## config.mk

```make
export PLATFORM = sky130hd
export DESIGN_NAME = cache_arbiter
export DESIGN_NICKNAME = d
export VERILOG_FILES = /design/src/rtl/arb_types.sv /design/src/rtl/arb_prio.sv /design/src/rtl/cache_arbiter.sv
export SDC_FILE = /design/constraint.sdc
export NUM_CORES = 1
export LEC_CHECK = 0
export CAP_MARGIN = 20
export CORE_AREA = 2 2 547 549
export DETAILED_ROUTE_END_ITERATION = 10
export DIE_AREA = 0 0 549 551
export PLACE_DENSITY_LB_ADDON = 0.05
export RECOVER_POWER = 25
export SYNTH_ARGS = -nofsm -noshare
export SYNTH_HDL_FRONTEND = slang
export SYNTH_HIERARCHICAL = 1
export SYNTH_SLANG_ARGS = --single-unit
```

## constraint.sdc

```tcl
create_clock -name clk -period 1.4 [get_ports clk]
set_input_delay 0.28 -clock clk [delete_from_list [all_inputs] [get_ports clk]]
set_output_delay 0.28 -clock clk [all_outputs]
set_load 0.01 [all_outputs]
```

## src/rtl/arb_types.sv

```systemverilog
// rtl/arb_types.sv - shared types for the I/D cache to pmem arbiter
package arb_types;

    localparam int LINE_W_DEFAULT = 256;

    typedef enum logic [1:0] {
        IDLE,
        SERVE_I,
        SERVE_D,
        DONE
    } arb_state_t;

    typedef enum logic {
        GNT_I,
        GNT_D
    } arb_grant_t;

endpackage

```

## src/rtl/arb_prio.sv

```systemverilog
// rtl/arb_prio.sv - I/D conflict resolver; ARB_ROUND_ROBIN_EN selects alternating priority
module arb_prio
    import arb_types::*;
(
    input  logic       i_req,
    input  logic       d_req,
    input  arb_grant_t last_grant,
    output arb_grant_t grant
);

`ifdef ARB_ROUND_ROBIN_EN
    // On a conflict the requester not served last wins; otherwise whoever asks
    always_comb begin
        grant = GNT_I;
        if (i_req && d_req) begin
            grant = (last_grant == GNT_D) ? GNT_I : GNT_D;
        end else if (d_req) begin
            grant = GNT_D;
        end
    end
`else
    // Fixed priority: D wins every conflict, so only d_req matters
    logic unused_prio;
    assign unused_prio = i_req ^ (last_grant == GNT_D);

    always_comb begin
        grant = d_req ? GNT_D : GNT_I;
    end
`endif

endmodule

```

## src/rtl/cache_arbiter.sv

```systemverilog
// rtl/cache_arbiter.sv - shares one line-wide pmem port between I-cache and D-cache (option ARB_ROUND_ROBIN_EN)
module cache_arbiter
    import arb_types::*;
#(
    parameter int LINE_W = LINE_W_DEFAULT,
    parameter int ADDR_W = 32
) (
    input  logic              clk,
    input  logic              reset,
    input  logic              i_read,
    input  logic [ADDR_W-1:0] i_address,
    output logic [LINE_W-1:0] i_rdata,
    output logic              i_resp,
    input  logic              d_read,
    input  logic              d_write,
    input  logic [ADDR_W-1:0] d_address,
    input  logic [LINE_W-1:0] d_wdata,
    output logic [LINE_W-1:0] d_rdata,
    output logic              d_resp,
    output logic              pmem_read,
    output logic              pmem_write,
    output logic [ADDR_W-1:0] pmem_address,
    output logic [LINE_W-1:0] pmem_wdata,
    input  logic [LINE_W-1:0] pmem_rdata,
    input  logic              pmem_resp
);

    arb_state_t state_q, state_d;
    arb_grant_t grant;
    arb_grant_t prio_last;
    logic       d_req;

    assign d_req = d_read | d_write;

    // Read data is a straight wire; callers qualify it with their resp pulse
    assign i_rdata = pmem_rdata;
    assign d_rdata = pmem_rdata;

    arb_prio u_prio (
        .i_req      (i_read),
        .d_req      (d_req),
        .last_grant (prio_last),
        .grant      (grant)
    );

`ifdef ARB_ROUND_ROBIN_EN
    arb_grant_t last_grant_q, last_grant_d;

    // Remember who was granted last; reset to I so the first conflict goes to D
    always_ff @(posedge clk) begin
        if (reset) begin
            last_grant_q <= GNT_I;
        end else begin
            last_grant_q <= last_grant_d;
        end
    end

    // Capture the grant only on the IDLE -> SERVE_x transition
    always_comb begin
        last_grant_d = last_grant_q;
        if (state_q == IDLE && (i_read || d_req)) begin
            last_grant_d = grant;
        end
    end

    assign prio_last = last_grant_q;
`else
    assign prio_last = GNT_I;
`endif

    // State register
    always_ff @(posedge clk) begin
        if (reset) begin
            state_q <= IDLE;
        end else begin
            state_q <= state_d;
        end
    end

    // Next state and command decode; commands depend only on state and the granted inputs
    always_comb begin
        state_d      = state_q;
        pmem_read    = 1'b0;
        pmem_write   = 1'b0;
        pmem_address = '0;
        pmem_wdata   = '0;
        i_resp       = 1'b0;
        d_resp       = 1'b0;
        unique case (state_q)
            IDLE: begin
                if (i_read || d_req) begin
                    state_d = (grant == GNT_D) ? SERVE_D : SERVE_I;
                end
            end
            SERVE_I: begin
                pmem_read    = 1'b1;
                pmem_address = i_address;
                if (pmem_resp) begin
                    i_resp  = 1'b1;
                    state_d = DONE;
                end
            end
            SERVE_D: begin
                // An illegal read+write pair is treated as a write
                pmem_read    = d_read & ~d_write;
                pmem_write   = d_write;
                pmem_address = d_address;
                pmem_wdata   = d_wdata;
                if (pmem_resp) begin
                    d_resp  = 1'b1;
                    state_d = DONE;
                end
            end
            DONE: begin
                // One dead cycle so a request still held on the resp edge is not re-issued
                state_d = IDLE;
            end
            default: state_d = IDLE;
        endcase
    end

`ifndef SYNTHESIS
    // The D-cache must never ask for a read and a writeback at once
    always_ff @(posedge clk) begin
        if (!reset) begin
            assert (!(d_read && d_write))
                else $error("cache_arbiter: d_read and d_write asserted together");
        end
    end
`endif

endmodule

```

==> results of run 1 <==
==> routing by layer <==
metal	track usage	up-vias	part of all wire
met5	0.00360	-	0.0019
met3	0.0534	209	0.17
li1	-	2808	-
met2	0.107	1006	0.41
met4	0.0106	16	0.019
met1	0.0829	3117	0.39
==> power by group through the flow <==
stage / Sequential [mW] / Clock, mW / Combinational (mW)
finish: 0.178 / 0.425 / 26.0
global route: 0.183 / 0.439 / 27.8
CTS: 0.177 / 0.434 / 24.1
detailed placement: 0.141 / 0 / 19.9
global placement: 0.144 / 0 / 20.0
floorplan: 0.114 / 0 / 7.90
==> stage by stage <==
step / setup slack (ns) / std cells
detailed placement: -0.909 / 5013
finish: -0.713 / 5126
CTS: -0.876 / 5069
global route: -0.777 / 5115
floorplan: -0.00365 / 899
global placement: -0.897 / 5013
==> worst max-delay path, stage by stage, from the launching register on <==
cell	delay (ns)
sky130_fd_sc_hd__dfxtp_4	0.38
sky130_fd_sc_hd__inv_8	0.06
sky130_fd_sc_hd__buf_4	0.13
sky130_fd_sc_hd__ha_4	0.17
sky130_fd_sc_hd__buf_12	0.14
sky130_fd_sc_hd__a22oi_2	0.34
sky130_fd_sc_hd__buf_12	0.16
sky130_fd_sc_hd__nor2b_4	0.05
sky130_fd_sc_hd__buf_12	0.13
==> worst paths after layout <==
kind                  startpoint              end  slack (ns)  cells after the start
hold reg to reg       state_q[0]       state_q[0]        0.90                      5
hold / removal    pmem_rdata[39]      d_rdata[39]        0.56                      0
setup reg to reg      state_q[1]       state_q[1]       -0.37                      7
setup / recovery      state_q[0]  pmem_address[6]       -0.71                      8
==> timing repair <==
action	4_1_cts	5_1_grt
endpoints found under the setup margin	294	294
setup buffers	43	55
gates cloned	14	9
pin swaps	49	60
gates resized for setup	631	375
==> cell type report <==
| type | instances | area, um2 |
|---|---|---|
| repair buffers | 827 | 10700 |
| flip-flops and latches | 2 | 47.5 |
| well taps | 3939 | 4930 |
| clock buffers | 3 | 75.1 |
| diodes | 11 | 27.5 |
| fillers | 34700 | 277000 |
| inverters | 3 | 21.3 |
| multi-input cells | 341 | 3200 |
==> impl_results.rst, run 1 <==
.. list-table::
   :header-rows: 1

   * - Metric
     - Value
   * - # port buffers
     - 617
   * - Proportion of total power due to net switching
     - 0.405
   * - Crit share post-route
     - 1.51
   * - Net switching power figure
     - 10.8 mW
   * - Flip-flop count of the largest register after layout
     - 2
   * - Share of layout cells above drive strength 1
     - 0.672
   * - Post-placement cell area
     - 0.0169 mm2
   * - Clock tree from TritonCTS
     - built
   * - Die height
     - 551 um
   * - Row count
     - 200
   * - H-Tree Depth
     - 1
   * - Mapped cell area
     - 0.00634 mm2
   * - Final core utilization
     - 0.0640
   * - Cell Pwr Density
     - 1400 mW/mm2
   * - Outcome
     - complete, but fails checks
   * - Yosys synthesis warning count
     - 6
   * - Unrepaired setup endpoints after global routing
     - yes
   * - Hold-fix buffers, CTS
     - 0
   * - Leading cell type in the layout, fill and taps excluded
     - sky130_fd_sc_hd__clkdlybuf4s50_1
   * - Root buffer cell
     - sky130_fd_sc_hd__clkbuf_16
   * - Relative contribution of combinational cells to total power
     - 0.977
   * - Most frequent cells in the layout
     - sky130_fd_sc_hd__clkdlybuf4s50_1, sky130_fd_sc_hd__and2_4, sky130_fd_sc_hd__buf_12, sky130_fd_sc_hd__buf_6, sky130_fd_sc_hd__buf_4
   * - Worst Path Class, Setup
     - flop to output port
   * - Core Box Area
     - 0.296 mm2
   * - Number of buffers on the longest clock path
     - 2
   * - Detailed-route vias per instance
     - 1.40
   * - Number of nets in the layout
     - 1765
   * - Global router's overall resource usage
     - 0.0720
   * - Worst Tran Pin Value
     - 0.526 ns
   * - Max_cap viols
     - 0
   * - Half-perimeter wire length after detailed placement
     - 107000 um
   * - Total via count in the routed design
     - 7156
   * - Worst Clk Skew
     - 0.000730 ns
   * - Overall power after layout
     - 26.6 mW
   * - Clock-pin slew of the registers on the worst-case setup and hold paths
     - 0.03 ns
   * - Setup violators final
     - 294
   * - Via count of the first global-routing pass
     - 7688
   * - Part of the total power dissipated in the clock network
     - 0.016
   * - Placer's final routability congestion estimate
     - 0.733
   * - Detailed-route wire length per cell
     - 22.8 um
   * - Internal power of the cells
     - 15.8 mW
   * - Residual DRC count
     - 0
   * - Mean Syn Cell Area
     - 7.05 um2
   * - Number of antenna violations at the first check in global routing
     - 92
   * - Net count after synthesis
     - 1486
   * - DRT iter0 DRCs
     - 185
   * - Grt total ovfl
     - 0
   * - Later-pin clock latency in the skew report
     - 0.22 ns
   * - Max VDD drop
     - 0.648 mV
   * - Hold Path Class
     - input port to output port
   * - Number of standard cells after synthesis
     - 899
   * - Horizontal extent of the die
     - 549 um
   * - Leakage
     - 6.38 nW
   * - Data arrival time of the worst path
     - 1.83 ns
   * - Worst hold-check slack
     - 0.560 ns
   * - Required time reported for the critical path endpoint
     - 1.12 ns
   * - Count of nets left with antenna violations after detail routing
     - 0
   * - Layout Area Growth over Synthesis
     - 199%
   * - Max-slew headroom at the worst pin
     - 0.648
   * - First-pass iteration count of the detailed router
     - 4
   * - Largest net degree at the start of global routing
     - 19
   * - Sum of negative setup slack
     - -177.72 ns
   * - Die ar.
     - 0.302 mm2
   * - Part of the power in registers
     - 0.007
   * - Io pins
     - 1386
   * - CP endpoint kind
     - output port
   * - Final worst slack
     - -0.713 ns
   * - Largest registers ranked by flip-flop count
     - state_q x2
   * - Starting Density
     - 0.0214
   * - Min Tclk post-route
     - 2.11 ns
   * - Number of buffers created by CTS
     - 3
   * - Area of all placed cells without fillers
     - 0.0190 mm2
   * - Slew Limit Fails
     - 0
   * - Wire length of the first global-routing pass
     - 132000 um
   * - Top reg by flops
     - state_q
   * - Routed wire length
     - 117000 um
   * - Max FO, Critical Path
     - 6
   * - Final Hold Violating Endpoints
     - 0
   * - Violated checks
     - negative setup slack
   * - Clock sink count
     - 2
   * - Achievable clock frequency
     - 0.473 GHz
   * - Kind of launch point of the worst setup path
     - flop
Note: power is estimated with default switching activity, not from simulation.
==> run 2, diff against run 1 <==
--- a/config.mk
+++ b/config.mk
@@ -7,7 +7,8 @@
 export LEC_CHECK = 0
 export CAP_MARGIN = 20
-export CORE_AREA = 2 2 547 549
+export CORE_AREA = 2 2 537 539
 export DETAILED_ROUTE_END_ITERATION = 10
-export DIE_AREA = 0 0 549 551
+export DIE_AREA = 0 0 539 541
+export DONT_BUFFER_PORTS = 1
 export PLACE_DENSITY_LB_ADDON = 0.05
 export RECOVER_POWER = 25
==> constraint.sdc (replaced) <==
create_clock -name clk -period 1.4 [get_ports clk]
set_input_delay 0.28 -clock clk [delete_from_list [all_inputs] [get_ports clk]]
set_output_delay 0.28 -clock clk [all_outputs]
set_load 0.02 [all_outputs]
==> impl_results.rst, run 2 (synthesis gave the netlist of run 1 again) <==
.. list-table::
   :header-rows: 1

   * - Metric
     - Value
   * - Die ar.
     - 0.292 mm2 (-3.6%)
   * - Required time reported for the critical path endpoint
     - 1.12 ns (about the same)
   * - Final Hold Violating Endpoints
     - 0 (unchanged)
   * - CP endpoint kind
     - output port
   * - Share of layout cells above drive strength 1
     - 0.982 (+0.311)
   * - DRT iter0 DRCs
     - 155 (-16%)
   * - Clock-pin slew of the registers on the worst-case setup and hold paths
     - 0.03 ns (about the same)
   * - Hold-fix buffers, CTS
     - 0 (unchanged)
   * - Data arrival time of the worst path
     - 1.81 ns (-0.02 ns)
   * - Starting Density
     - 0.0221 (+0.000737)
   * - Hold Path Class
     - input port to flop
   * - Achievable clock frequency
     - 0.479 GHz (+1.2%)
   * - H-Tree Depth
     - 1 (unchanged)
   * - Total via count in the routed design
     - 5042 (-30%)
   * - Violated checks
     - negative setup slack
   * - Detailed-route wire length per cell
     - 29.2 um (+28%)
   * - Worst Clk Skew
     - 0.00112 ns (+0.000387 ns)
   * - Count of nets left with antenna violations after detail routing
     - 0 (unchanged)
   * - Area of combinational cells with multiple inputs
     - 0.00335 mm2 (+4.7%)
   * - Most frequent cells in the layout
     - sky130_fd_sc_hd__and2_4, sky130_fd_sc_hd__buf_12, sky130_fd_sc_hd__a22oi_2, sky130_fd_sc_hd__nor2b_4, sky130_fd_sc_hd__clkbuf_16
   * - Core Box Area
     - 0.286 mm2 (-3.3%)
   * - Clock sink count
     - 2 (unchanged)
   * - Largest net degree at the start of global routing
     - 19 (unchanged)
   * - Layout Area Growth over Synthesis
     - 81.2%
   * - Clock tree from TritonCTS
     - built
   * - Flip-flop count of the largest register after layout
     - 2 (unchanged)
   * - Sum of negative setup slack
     - -160.88 ns (+16.84 ns)
   * - Detailed-route vias per instance
     - 1.17 (-16%)
   * - Kind of launch point of the worst setup path
     - flop
   * - Max FO, Critical Path
     - 7 (+1)
   * - Row count
     - 197 (-1.5%)
   * - Routed wire length on met3
     - 29600 um (+46%)
   * - Max_cap viols
     - 0 (unchanged)
   * - Outcome
     - complete, but fails checks
   * - Max-slew headroom at the worst pin
     - 0.616 (-0.0323)
   * - Worst Path Class, Setup
     - flop to output port
   * - Register area
     - 47.5 um2 (unchanged)
   * - Half-perimeter wire length after detailed placement
     - 115000 um (+7.7%)
   * - Global router's overall resource usage
     - 0.0815 (+0.00954)
   * - Root buffer cell
     - sky130_fd_sc_hd__clkbuf_16
   * - Routed wire length
     - 126000 um (+8.1%)
   * - Unrepaired setup endpoints after global routing
     - yes
   * - Largest registers ranked by flip-flop count
     - state_q x2
   * - Setup violators final
     - 294 (unchanged)
   * - Via count of the first global-routing pass
     - 4782 (-38%)
   * - Number of nets in the layout
     - 1103 (-38%)
   * - Io pins
     - 1386 (unchanged)
   * - Number of buffers created by CTS
     - 3 (unchanged)
   * - Worst hold-check slack
     - 0.244 ns (-0.316 ns)
   * - Leading cell type in the layout, fill and taps excluded
     - sky130_fd_sc_hd__and2_4
   * - Slew Limit Fails
     - 0 (unchanged)
   * - Worst Tran Pin Value
     - 0.576 ns (+0.0501 ns)
   * - Max VDD drop
     - 0.465 mV (-28%)
   * - Later-pin clock latency in the skew report
     - 0.23 ns (about the same)
   * - Top reg by flops
     - state_q
   * - Wire length of the first global-routing pass
     - 136000 um (+3.6%)
   * - Crit share post-route
     - 1.49 (-0.0178)
   * - Min Tclk post-route
     - 2.09 ns (-0.0249 ns)
   * - Leakage
     - 2.93 nW (-54%)
   * - First-pass iteration count of the detailed router
     - 6 (+2)
   * - Die height
     - 541 um (-1.8%)
   * - Worst setup slack before clock tree synthesis
     - -0.768 ns (+0.142 ns)
   * - Final worst slack
     - -0.688 ns (+0.0249 ns)
   * - Routed metal-1 wirelength
     - 40000 um (-12%)
   * - Filler cell count in the final layout
     - 33900 (-2.5%)
   * - Residual DRC count
     - 0 (unchanged)
   * - Number of antenna violations at the first check in global routing
     - 159 (+73%)
   * - Cell Pwr Density
     - 1950 mW/mm2 (+39%)
   * - Grt total ovfl
     - 0 (unchanged)
   * - Top routing layer in use
     - met5
   * - Overall power after layout
     - 22.4 mW (-16%)
   * - # port buffers
     - 0 (-100%)
   * - Horizontal extent of the die
     - 539 um (-1.8%)
   * - Number of buffers on the longest clock path
     - 2 (unchanged)
   * - Placer's final routability congestion estimate
     - 0.697 (-4.9%)
   * - Met2 wirelength from detailed routing
     - 53200 um (+10%)
run 2: cell count changes in the layout (fill, tap and decap cells not counted), sizes merged:
cell	previous run	this run
buf	478	148
clkdlybuf4s50	325	0
diode	11	30
clkdlybuf4s15	3	0
clkbuf	22	20
dlymetal6s2s	2	0
run 2: final timing paths:
| check | from | to | slack, ns | depth (start not counted) |
|---|---|---|---|---|
| setup / recovery | state_q[0] | pmem_address[7] | -0.69 | 6 |
| hold / removal | reset | state_q[0] | 0.24 | 2 |
| setup reg to reg | state_q[0] | state_q[1] | -0.50 | 11 |
| hold reg to reg | state_q[0] | state_q[0] | 0.75 | 4 |
run 2: where the power goes:
part           switching [mW]  total (mW)  internal (mW)  leakage [nW]
Clock                  0.0795       0.444          0.365        0.0372
Combinational            11.3        21.8           10.5          2.87
Sequential             0.0438       0.146          0.103        0.0178
run 2: stage by stage:
stage               instances  area (um2)  utilization
floorplan                 899        7480            -
global placement         4218        9550       0.0333
detailed placement       4218        9550       0.0333
CTS                      4269       10800       0.0378
global route             4310       11400       0.0399
finish                   4325       11500       0.0401
run 2: final cells by class:
type / instances / area share
Timing Repair Buffer: 165 / 0.277
Multi-Input combinational cell: 341 / 0.292
Tap cell: 3781 / 0.412
Antenna cell: 30 / 0.00654
Clock buffer: 3 / 0.00654
Inverter: 3 / 0.00164
Sequential cell: 2 / 0.00414
run 2: what timing repair did:
item / in CTS / in global routing
resized for setup: 128 / 53
setup buffers: 30 / 18
gates cloned: 19 / 18
setup endpoints to repair: 294 / 294
pin swaps: 29 / 80
run 2: worst max-delay path: stages, from the launching register on:
cell,delay (ns)
sky130_fd_sc_hd__dfxtp_4,0.34
sky130_fd_sc_hd__buf_6,0.12
sky130_fd_sc_hd__ha_4,0.19
sky130_fd_sc_hd__buf_12,0.16
sky130_fd_sc_hd__a22oi_2,0.48
sky130_fd_sc_hd__nor2b_4,0.10
sky130_fd_sc_hd__buf_12,0.16
run 2: per-layer routing:
metal,GRT usage,vias up
li1,-,1499
met1,0.0745,2101
met2,0.123,1103
met3,0.0894,331
met4,0.0154,8
met5,0.000658,-
==> run 3, diff against run 2 <==
SLEW_MARGIN = 15   (was unset)
==> results of run 3 <==
No change in the layout: final DEF, timing and power equal those of run 2.
